`config.mk`:
```
export PLATFORM = sky130hd
export DESIGN_NAME = dkong3_dma_seq_flat
export DESIGN_NICKNAME = d
export VERILOG_FILES = /design/src/rtl/dkong3_dma_pkg.sv /design/src/rtl/dkong3_dma_seq_if.sv /design/src/rtl/dkong3_edge_det.sv /design/src/rtl/dkong3_dma_seq.sv /design/src/flat_wrapper.sv
export SDC_FILE = /design/constraint.sdc
export NUM_CORES = 1
export LEC_CHECK = 0
export ABC_AREA = 1
export BUFFER_PORTS_ARGS = -buffer_cell sky130_fd_sc_hd__clkbuf_2
export CAP_MARGIN = 25
export CORE_AREA = 2 2 55 57
export CTS_BUF_LIST = sky130_fd_sc_hd__clkbuf_8 sky130_fd_sc_hd__clkbuf_16
export DETAILED_ROUTE_END_ITERATION = 8
export DIE_AREA = 0 0 57 59
export MAX_ROUTING_LAYER = met4
export PLACE_DENSITY = 0.8
export SYNTH_ARGS = -nofsm -noshare
export SYNTH_HDL_FRONTEND = slang
export SYNTH_SLANG_ARGS = --single-unit
```
`constraint.sdc`:
```
create_clock -name I_CLK -period 2.7 [get_ports I_CLK]
set_input_delay 0.405 -clock I_CLK [delete_from_list [all_inputs] [get_ports I_CLK]]
set_output_delay 0.405 -clock I_CLK [all_outputs]
set_load 0.05 [all_outputs]
```
`src/rtl/dkong3_dma_pkg.sv`:
```
// rtl/dkong3_dma_pkg.sv - shared constants and state encoding for the sprite DMA sequencer
package dkong3_dma_pkg;

   localparam int ADDR_W = 10;

   localparam int               DEF_LEN      = 415;
   localparam logic [ADDR_W-1:0] DEF_SRC_BASE = 10'h100;
   localparam logic [ADDR_W-1:0] DEF_DST_BASE = 10'h000;

   typedef enum logic [1:0] {
      ST_IDLE  = 2'd0,
      ST_RUN   = 2'd1,
      ST_FLUSH = 2'd2,
      ST_DONE  = 2'd3
   } dma_state_t;

endpackage

```
`src/rtl/dkong3_dma_seq_if.sv`:
```
// rtl/dkong3_dma_seq_if.sv - trigger, 7H read port, object RAM write port and status bundle
interface dkong3_dma_seq_if;
   import dkong3_dma_pkg::*;

   logic              I_DMA_TRIG;
   logic              I_HOLD_n;
   logic [7:0]        I_DMA_DS;
   logic [ADDR_W-1:0] O_DMA_AS;
   logic              O_DMA_CES;
   logic [ADDR_W-1:0] O_DMA_AD;
   logic [7:0]        O_DMA_DD;
   logic              O_DMA_CED;
   logic              O_BUSY;
   logic              O_DONE;
   logic              O_WAIT_n;

   modport slave (
      input  I_DMA_TRIG, I_HOLD_n, I_DMA_DS,
      output O_DMA_AS, O_DMA_CES, O_DMA_AD, O_DMA_DD, O_DMA_CED,
             O_BUSY, O_DONE, O_WAIT_n
   );

   modport master (
      output I_DMA_TRIG, I_HOLD_n, I_DMA_DS,
      input  O_DMA_AS, O_DMA_CES, O_DMA_AD, O_DMA_DD, O_DMA_CED,
             O_BUSY, O_DONE, O_WAIT_n
   );

endinterface

```
`src/rtl/dkong3_edge_det.sv`:
```
// rtl/dkong3_edge_det.sv - rising-edge detector, async active-low reset
module dkong3_edge_det (
   input  logic clk,
   input  logic rst_n,
   input  logic d,
   output logic rise
);

   logic q;

   always_ff @(posedge clk or negedge rst_n) begin
      if (!rst_n) q <= 1'b0;
      else        q <= d;
   end

   assign rise = d & ~q;

endmodule

```
`src/rtl/dkong3_dma_seq.sv`:
```
// rtl/dkong3_dma_seq.sv - sprite DMA sequencer copying 7H into object RAM, one byte per clock
// Optional CPU stall during the copy: define DKONG3_DMA_WAIT_EN.
module dkong3_dma_seq
   import dkong3_dma_pkg::*;
#(
   parameter int               LEN      = DEF_LEN,
   parameter logic [ADDR_W-1:0] SRC_BASE = DEF_SRC_BASE,
   parameter logic [ADDR_W-1:0] DST_BASE = DEF_DST_BASE
) (
   input  logic             I_CLK,
   input  logic             I_RESET_n,
   dkong3_dma_seq_if.slave  bus
);

   localparam logic [ADDR_W-1:0] LAST = ADDR_W'(LEN - 1);

   dma_state_t        state, state_d;
   logic [ADDR_W-1:0] cnt, cnt_d, cnt_q;
   logic              pending, pending_d;
   logic              valid_q;
   logic              ces;
   logic              start;

   dkong3_edge_det u_trig (
      .clk   (I_CLK),
      .rst_n (I_RESET_n),
      .d     (bus.I_DMA_TRIG),
      .rise  (start)
   );

   always_ff @(posedge I_CLK or negedge I_RESET_n) begin
      if (!I_RESET_n) begin
         state   <= ST_IDLE;
         cnt     <= '0;
         pending <= 1'b0;
         valid_q <= 1'b0;
         cnt_q   <= '0;
      end else begin
         state   <= state_d;
         cnt     <= cnt_d;
         pending <= pending_d;
         valid_q <= ces;
         cnt_q   <= cnt;
      end
   end

   always_comb begin
      state_d   = state;
      cnt_d     = cnt;
      pending_d = pending;
      ces       = 1'b0;
      // Any number of edges during a transfer collapse into a single pending request.
      if (start && state != ST_IDLE) pending_d = 1'b1;
      case (state)
         ST_IDLE: begin
            if (start) begin
               state_d = ST_RUN;
               cnt_d   = '0;
            end
         end
         ST_RUN: begin
            if (bus.I_HOLD_n) begin
               ces   = 1'b1;
               cnt_d = cnt + 10'd1;
               if (cnt == LAST) state_d = ST_FLUSH;
            end
         end
         ST_FLUSH: state_d = ST_DONE;
         ST_DONE: begin
            if (pending || start) begin
               state_d   = ST_RUN;
               cnt_d     = '0;
               pending_d = 1'b0;
            end else begin
               state_d = ST_IDLE;
            end
         end
         default: state_d = ST_IDLE;
      endcase
   end

   // Address/data buses are forced to zero whenever their strobe is idle.
   assign bus.O_DMA_CES = ces;
   assign bus.O_DMA_AS  = ces ? SRC_BASE + cnt : '0;
   assign bus.O_DMA_CED = valid_q;
   assign bus.O_DMA_AD  = valid_q ? DST_BASE + cnt_q : '0;
   assign bus.O_DMA_DD  = valid_q ? bus.I_DMA_DS : 8'h00;
   assign bus.O_BUSY    = (state == ST_RUN) || (state == ST_FLUSH);
   assign bus.O_DONE    = (state == ST_DONE);

`ifdef DKONG3_DMA_WAIT_EN
   logic wait_q;

   always_ff @(posedge I_CLK or negedge I_RESET_n) begin
      if (!I_RESET_n) wait_q <= 1'b1;
      else            wait_q <= ~((state_d == ST_RUN) || (state_d == ST_FLUSH));
   end

   assign bus.O_WAIT_n = wait_q;
`else
   assign bus.O_WAIT_n = 1'b1;
`endif

endmodule

```
`src/flat_wrapper.sv`:
```
// flat-port wrapper written by rule: the top's interface ports become plain ports
module dkong3_dma_seq_flat import dkong3_dma_pkg::*;
#(
   parameter int               LEN      = DEF_LEN,
   parameter logic [ADDR_W-1:0] SRC_BASE = DEF_SRC_BASE,
   parameter logic [ADDR_W-1:0] DST_BASE = DEF_DST_BASE
)
  (I_CLK, I_RESET_n, bus_I_DMA_TRIG, bus_I_HOLD_n, bus_I_DMA_DS, bus_O_DMA_AS, bus_O_DMA_CES, bus_O_DMA_AD, bus_O_DMA_DD, bus_O_DMA_CED, bus_O_BUSY, bus_O_DONE, bus_O_WAIT_n);
  dkong3_dma_seq_if bus_i ();
  input  logic I_CLK;
  input  logic I_RESET_n;
  input wire logic [$bits(bus_i.I_DMA_TRIG)-1:0] bus_I_DMA_TRIG;
  input wire logic [$bits(bus_i.I_HOLD_n)-1:0] bus_I_HOLD_n;
  input wire logic [$bits(bus_i.I_DMA_DS)-1:0] bus_I_DMA_DS;
  output wire logic [$bits(bus_i.O_DMA_AS)-1:0] bus_O_DMA_AS;
  output wire logic [$bits(bus_i.O_DMA_CES)-1:0] bus_O_DMA_CES;
  output wire logic [$bits(bus_i.O_DMA_AD)-1:0] bus_O_DMA_AD;
  output wire logic [$bits(bus_i.O_DMA_DD)-1:0] bus_O_DMA_DD;
  output wire logic [$bits(bus_i.O_DMA_CED)-1:0] bus_O_DMA_CED;
  output wire logic [$bits(bus_i.O_BUSY)-1:0] bus_O_BUSY;
  output wire logic [$bits(bus_i.O_DONE)-1:0] bus_O_DONE;
  output wire logic [$bits(bus_i.O_WAIT_n)-1:0] bus_O_WAIT_n;
  assign bus_i.I_DMA_TRIG = bus_I_DMA_TRIG;
  assign bus_i.I_HOLD_n = bus_I_HOLD_n;
  assign bus_i.I_DMA_DS = bus_I_DMA_DS;
  assign bus_O_DMA_AS = bus_i.O_DMA_AS;
  assign bus_O_DMA_CES = bus_i.O_DMA_CES;
  assign bus_O_DMA_AD = bus_i.O_DMA_AD;
  assign bus_O_DMA_DD = bus_i.O_DMA_DD;
  assign bus_O_DMA_CED = bus_i.O_DMA_CED;
  assign bus_O_BUSY = bus_i.O_BUSY;
  assign bus_O_DONE = bus_i.O_DONE;
  assign bus_O_WAIT_n = bus_i.O_WAIT_n;
  dkong3_dma_seq #(.LEN(LEN), .SRC_BASE(SRC_BASE), .DST_BASE(DST_BASE)) u_core (.I_CLK(I_CLK), .I_RESET_n(I_RESET_n), .bus(bus_i));
endmodule
```
==> parameters.txt <==
Parameter                              Value

STA
  Number of slew-limit violations in the final report    0
  Final period utilization    0.760
  Slew at the pin closest to its max-slew limit    0.614 ns
  Accumulated negative setup slack    0 ns
  Worst slew margin relative to its limit    0.591
  Worst clock skew    0.00435 ns
  Final setup violating endpoints    0
  Final hold viol count    0
  Clock period minus worst slack    2.05 ns
  Unrepaired setup endpoints after global routing    no
  Fmax    between 400 and 500 MHz

Critical path
  Sort of element at the start of the critical path    flop
  Critical path required time    about 2.3 ns
  Worst EP arrival    1.65 ns
  Endpoint of the worst register-to-register path    u_core.cnt[0]
  Maximum fanout encountered on the critical timing path    11
  Cell chain of the critical path    inv_1 -> ha_1 -> nand2_1 -> nor2_1 -> clkbuf_2
  Crit path kind    flop to output port
  Endpoint of the most critical setup path    bus_O_DMA_AS[8]
  Source of the critical timing path    u_core.state[1]
  Slowest stage cell, crit path    sky130_fd_sc_hd__dfrtp_1
  R2R setup slack    0.91 ns
  Slowest cell delay on critical path    0.42 ns
  Startpoint of the most critical register-to-register path    u_core.state[1]
  Endpoint type of the worst setup path    output port
  Depth of the most critical reg-to-reg path    9

Yosys
  Area contributors post-synth    sky130_fd_sc_hd__dfrtp_1, sky130_fd_sc_hd__nand2_1, sky130_fd_sc_hd__inv_1
  Largest area contributor in the synthesized netlist    sky130_fd_sc_hd__dfrtp_1
  Parity-gate share of the synthesized area counting xor and xnor cells    0
  YS warnings    0
  Dominant combinational cell family by area after synthesis    simple AND/OR/NAND/NOR gates
  Synthesized-area fraction occupied by adder cells    0.0623
  Synthesis-stage register bit count    25
  Simple-gate share of the synthesized area    0.278
  Share of the synthesized area in compound gates (AO/OA/AOI/OAI)    0.0676
  Fraction of synthesized cell area taken by the top area cell type    0.445
  Mapped Cells    between 150 and 200
  Area of the mapped netlist    1410 um^2
  Total nets after synthesis    between 200 and 250
  Distinct cell type count of the synthesized netlist    21
  Multiplexer share of the synthesized area    0
  Share of synthesized area occupied by flip-flops and latches    0.445
  Post-Syn Area per Cell    7.52 um^2

Placement
  Routability cong.    0.868
  Number of port buffers    between 40 and 50
  Post-detailed-placement half-perimeter wirelength    1980 um

GRT
  Via count of the first global-routing pass    1087
  Initial antenna violation count    0
  Leftover overflow at the end of global routing    0
  GRT Overall Usage    0.184
  Wire length of the first global-routing pass    4710 um
  Largest net degree at the start of global routing    26

CTS
  Insertion delay to the later sink of the worst-skew pair    around 0.26 ns
  TritonCTS Buffers    3
  Clock tree from TritonCTS    done
  H-tree level count    1
  Clock root cell    sky130_fd_sc_hd__clkbuf_8
  Number of buffers on the longest clock path    2
  Post CTS Setup Buffer Count    0
  Clock transition at the registers of the reported paths    0.08 ns
  Post-CTS sizing    0
  Hold_buf cts    0
  Number of clock sinks    25

Die
  Vertical die dimension    slightly below 60 um
  Core outline area    approximately 2700 um^2
  Number of core rows    19
  Top-level I/O count    45
  Die Footprint    roughly 3400 um^2
  Die Width    roughly 57 um
  Initial cell density of the core    0.519

Finish
  Most common library cell in the layout ignoring fill and taps    sky130_fd_sc_hd__nand2_1
  Diode insertion count for antenna repair    0
  Area of the multi-input gates    578 um^2
  Final layout net count    249
  Flip-flop and latch area    approximately 630 um^2
  Share of layout cells above drive strength 1    0.231
  Area overhead of the layout relative to synthesis    18.9%
  Commonest non-fill, non-tap cells in the layout    sky130_fd_sc_hd__nand2_1, sky130_fd_sc_hd__inv_1, sky130_fd_sc_hd__clkbuf_2, sky130_fd_sc_hd__dfrtp_1, sky130_fd_sc_hd__nor2_1
  Fill cell count    253

Detailed routing
  DRC violation count after routing    0
  Via density per instance    roughly 4.8
  Uppermost metal layer occupied by signal nets    met4
  Post-Route WL    2680 um
  Antenna Nets Post-Route    0
  Detailed-routing wirelength on met1    1260 um
  Initial drt markers    between 40 and 50
  Average wire per cell in the routed design    10.3 um
  Iteration count of the initial detailed-routing pass    4
  Met3 WL    around 210 um
  Overall via count from detail_route    1245
  Routed met2 length    1200 um

Power and ir drop
  Areal power density over the cells    between 800 and 900 nW/um^2
  Worst voltage drop across the vdd grid    921 uV
  Total power after layout    about 1.4 mW
  Static leakage power    1.05 nW

Job
  Max-cap check violation count    0

Outcome
  Status    finished, final reports clean

Worst hold path
  Worst min-delay path class    primary input to asynchronous set/reset pin
-- sequential cells by signal, summed over array words and instances, names as in the netlist --
name	flops
u_core.pending	1
u_core.cnt	10
u_core.u_trig.q	1
u_core.state	2
u_core.bus.O_DMA_CED	1
u_core.cnt_q	10
-- critical path, delay by kind of cell, from the launching register on --
family	cells	cell delay, ns
flip-flops	1	0.42
AND/OR/NAND/NOR	2	0.42
buffers and inverters	2	0.39
adder cells (fa/ha/maj)	1	0.16
-- layer usage --
layer,global-route usage,vias up
li1,-,654
met4,0.0664,0
met3,0.0218,2
met5,-,-
met1,0.234,537
met2,0.307,52
-- per-stage QoR --
step                      std cells  worst slack [ns]  cell area [um^2]  hold WS [ns]   util
final                           260             0.647              1670         0.140  0.617
after global routing            260             0.528              1670         0.172  0.617
after CTS                       260             0.611              1670         0.153  0.617
after detailed placement        256             0.912              1630         0.426  0.600
after global placement          256             0.937              1630         0.416  0.600
after floorplan                 187             0.578              1410         0.109      -
-- cell usage after synthesis --
cell type and count:
sky130_fd_sc_hd__buf_6 1, sky130_fd_sc_hd__nand4_1 11, sky130_fd_sc_hd__o22ai_1 1, sky130_fd_sc_hd__nand2_2 2, sky130_fd_sc_hd__nand3_1 9, sky130_fd_sc_hd__ha_1 7, sky130_fd_sc_hd__a211oi_1 1, sky130_fd_sc_hd__a22oi_1 1
sky130_fd_sc_hd__a21oi_2 1, sky130_fd_sc_hd__nor2_4 2, sky130_fd_sc_hd__nand2_1 49, sky130_fd_sc_hd__buf_2 3, sky130_fd_sc_hd__a21oi_1 1, sky130_fd_sc_hd__nor2_1 14, sky130_fd_sc_hd__inv_1 43, sky130_fd_sc_hd__dfrtp_1 25
sky130_fd_sc_hd__nor2_2 1, sky130_fd_sc_hd__buf_4 2, sky130_fd_sc_hd__o21ai_0 7, sky130_fd_sc_hd__conb_1 1, sky130_fd_sc_hd__o21ai_1 5
-- logic make-up after synthesis --
kind of cell | Yosys count
adder cells (fa/ha/maj) | 7
AND/OR/NAND/NOR | 88
other | 1
flip-flops | 25
buffers and inverters | 49
AO/OA/AOI/OAI | 17
-- area by class of cell --
cell class | count | share of cell area
timing repair buffer | 44 | 0.133
tap | 31 | 0.0232
sequential | 25 | 0.374
multi-input combinational | 113 | 0.346
clock buffer | 3 | 0.0247
clock inverter | 1 | 0.00225
inverter | 43 | 0.0966
-- report_power, final --
| group | internal (mW) | switching, mW |
|---|---|---|
| clock network | 0.101 | 0.110 |
| logic | 0.162 | 0.496 |
| registers | 0.429 | 0.0655 |
| total | 0.693 | 0.671 |
-- how the worst min path moves through the flow --
stage	from	endpoint	cells past startpoint
after detailed placement	u_core.cnt[9]	u_core.cnt_q[9]	0
after global routing	I_RESET_n	u_core.cnt[0]	1
after global placement	u_core.cnt[9]	u_core.cnt_q[9]	0
final	I_RESET_n	u_core.cnt[2]	1
after floorplan	I_RESET_n	u_core.bus.O_DMA_CED	0
after CTS	I_RESET_n	u_core.cnt[5]	1
(Power assumes the default switching activity.)
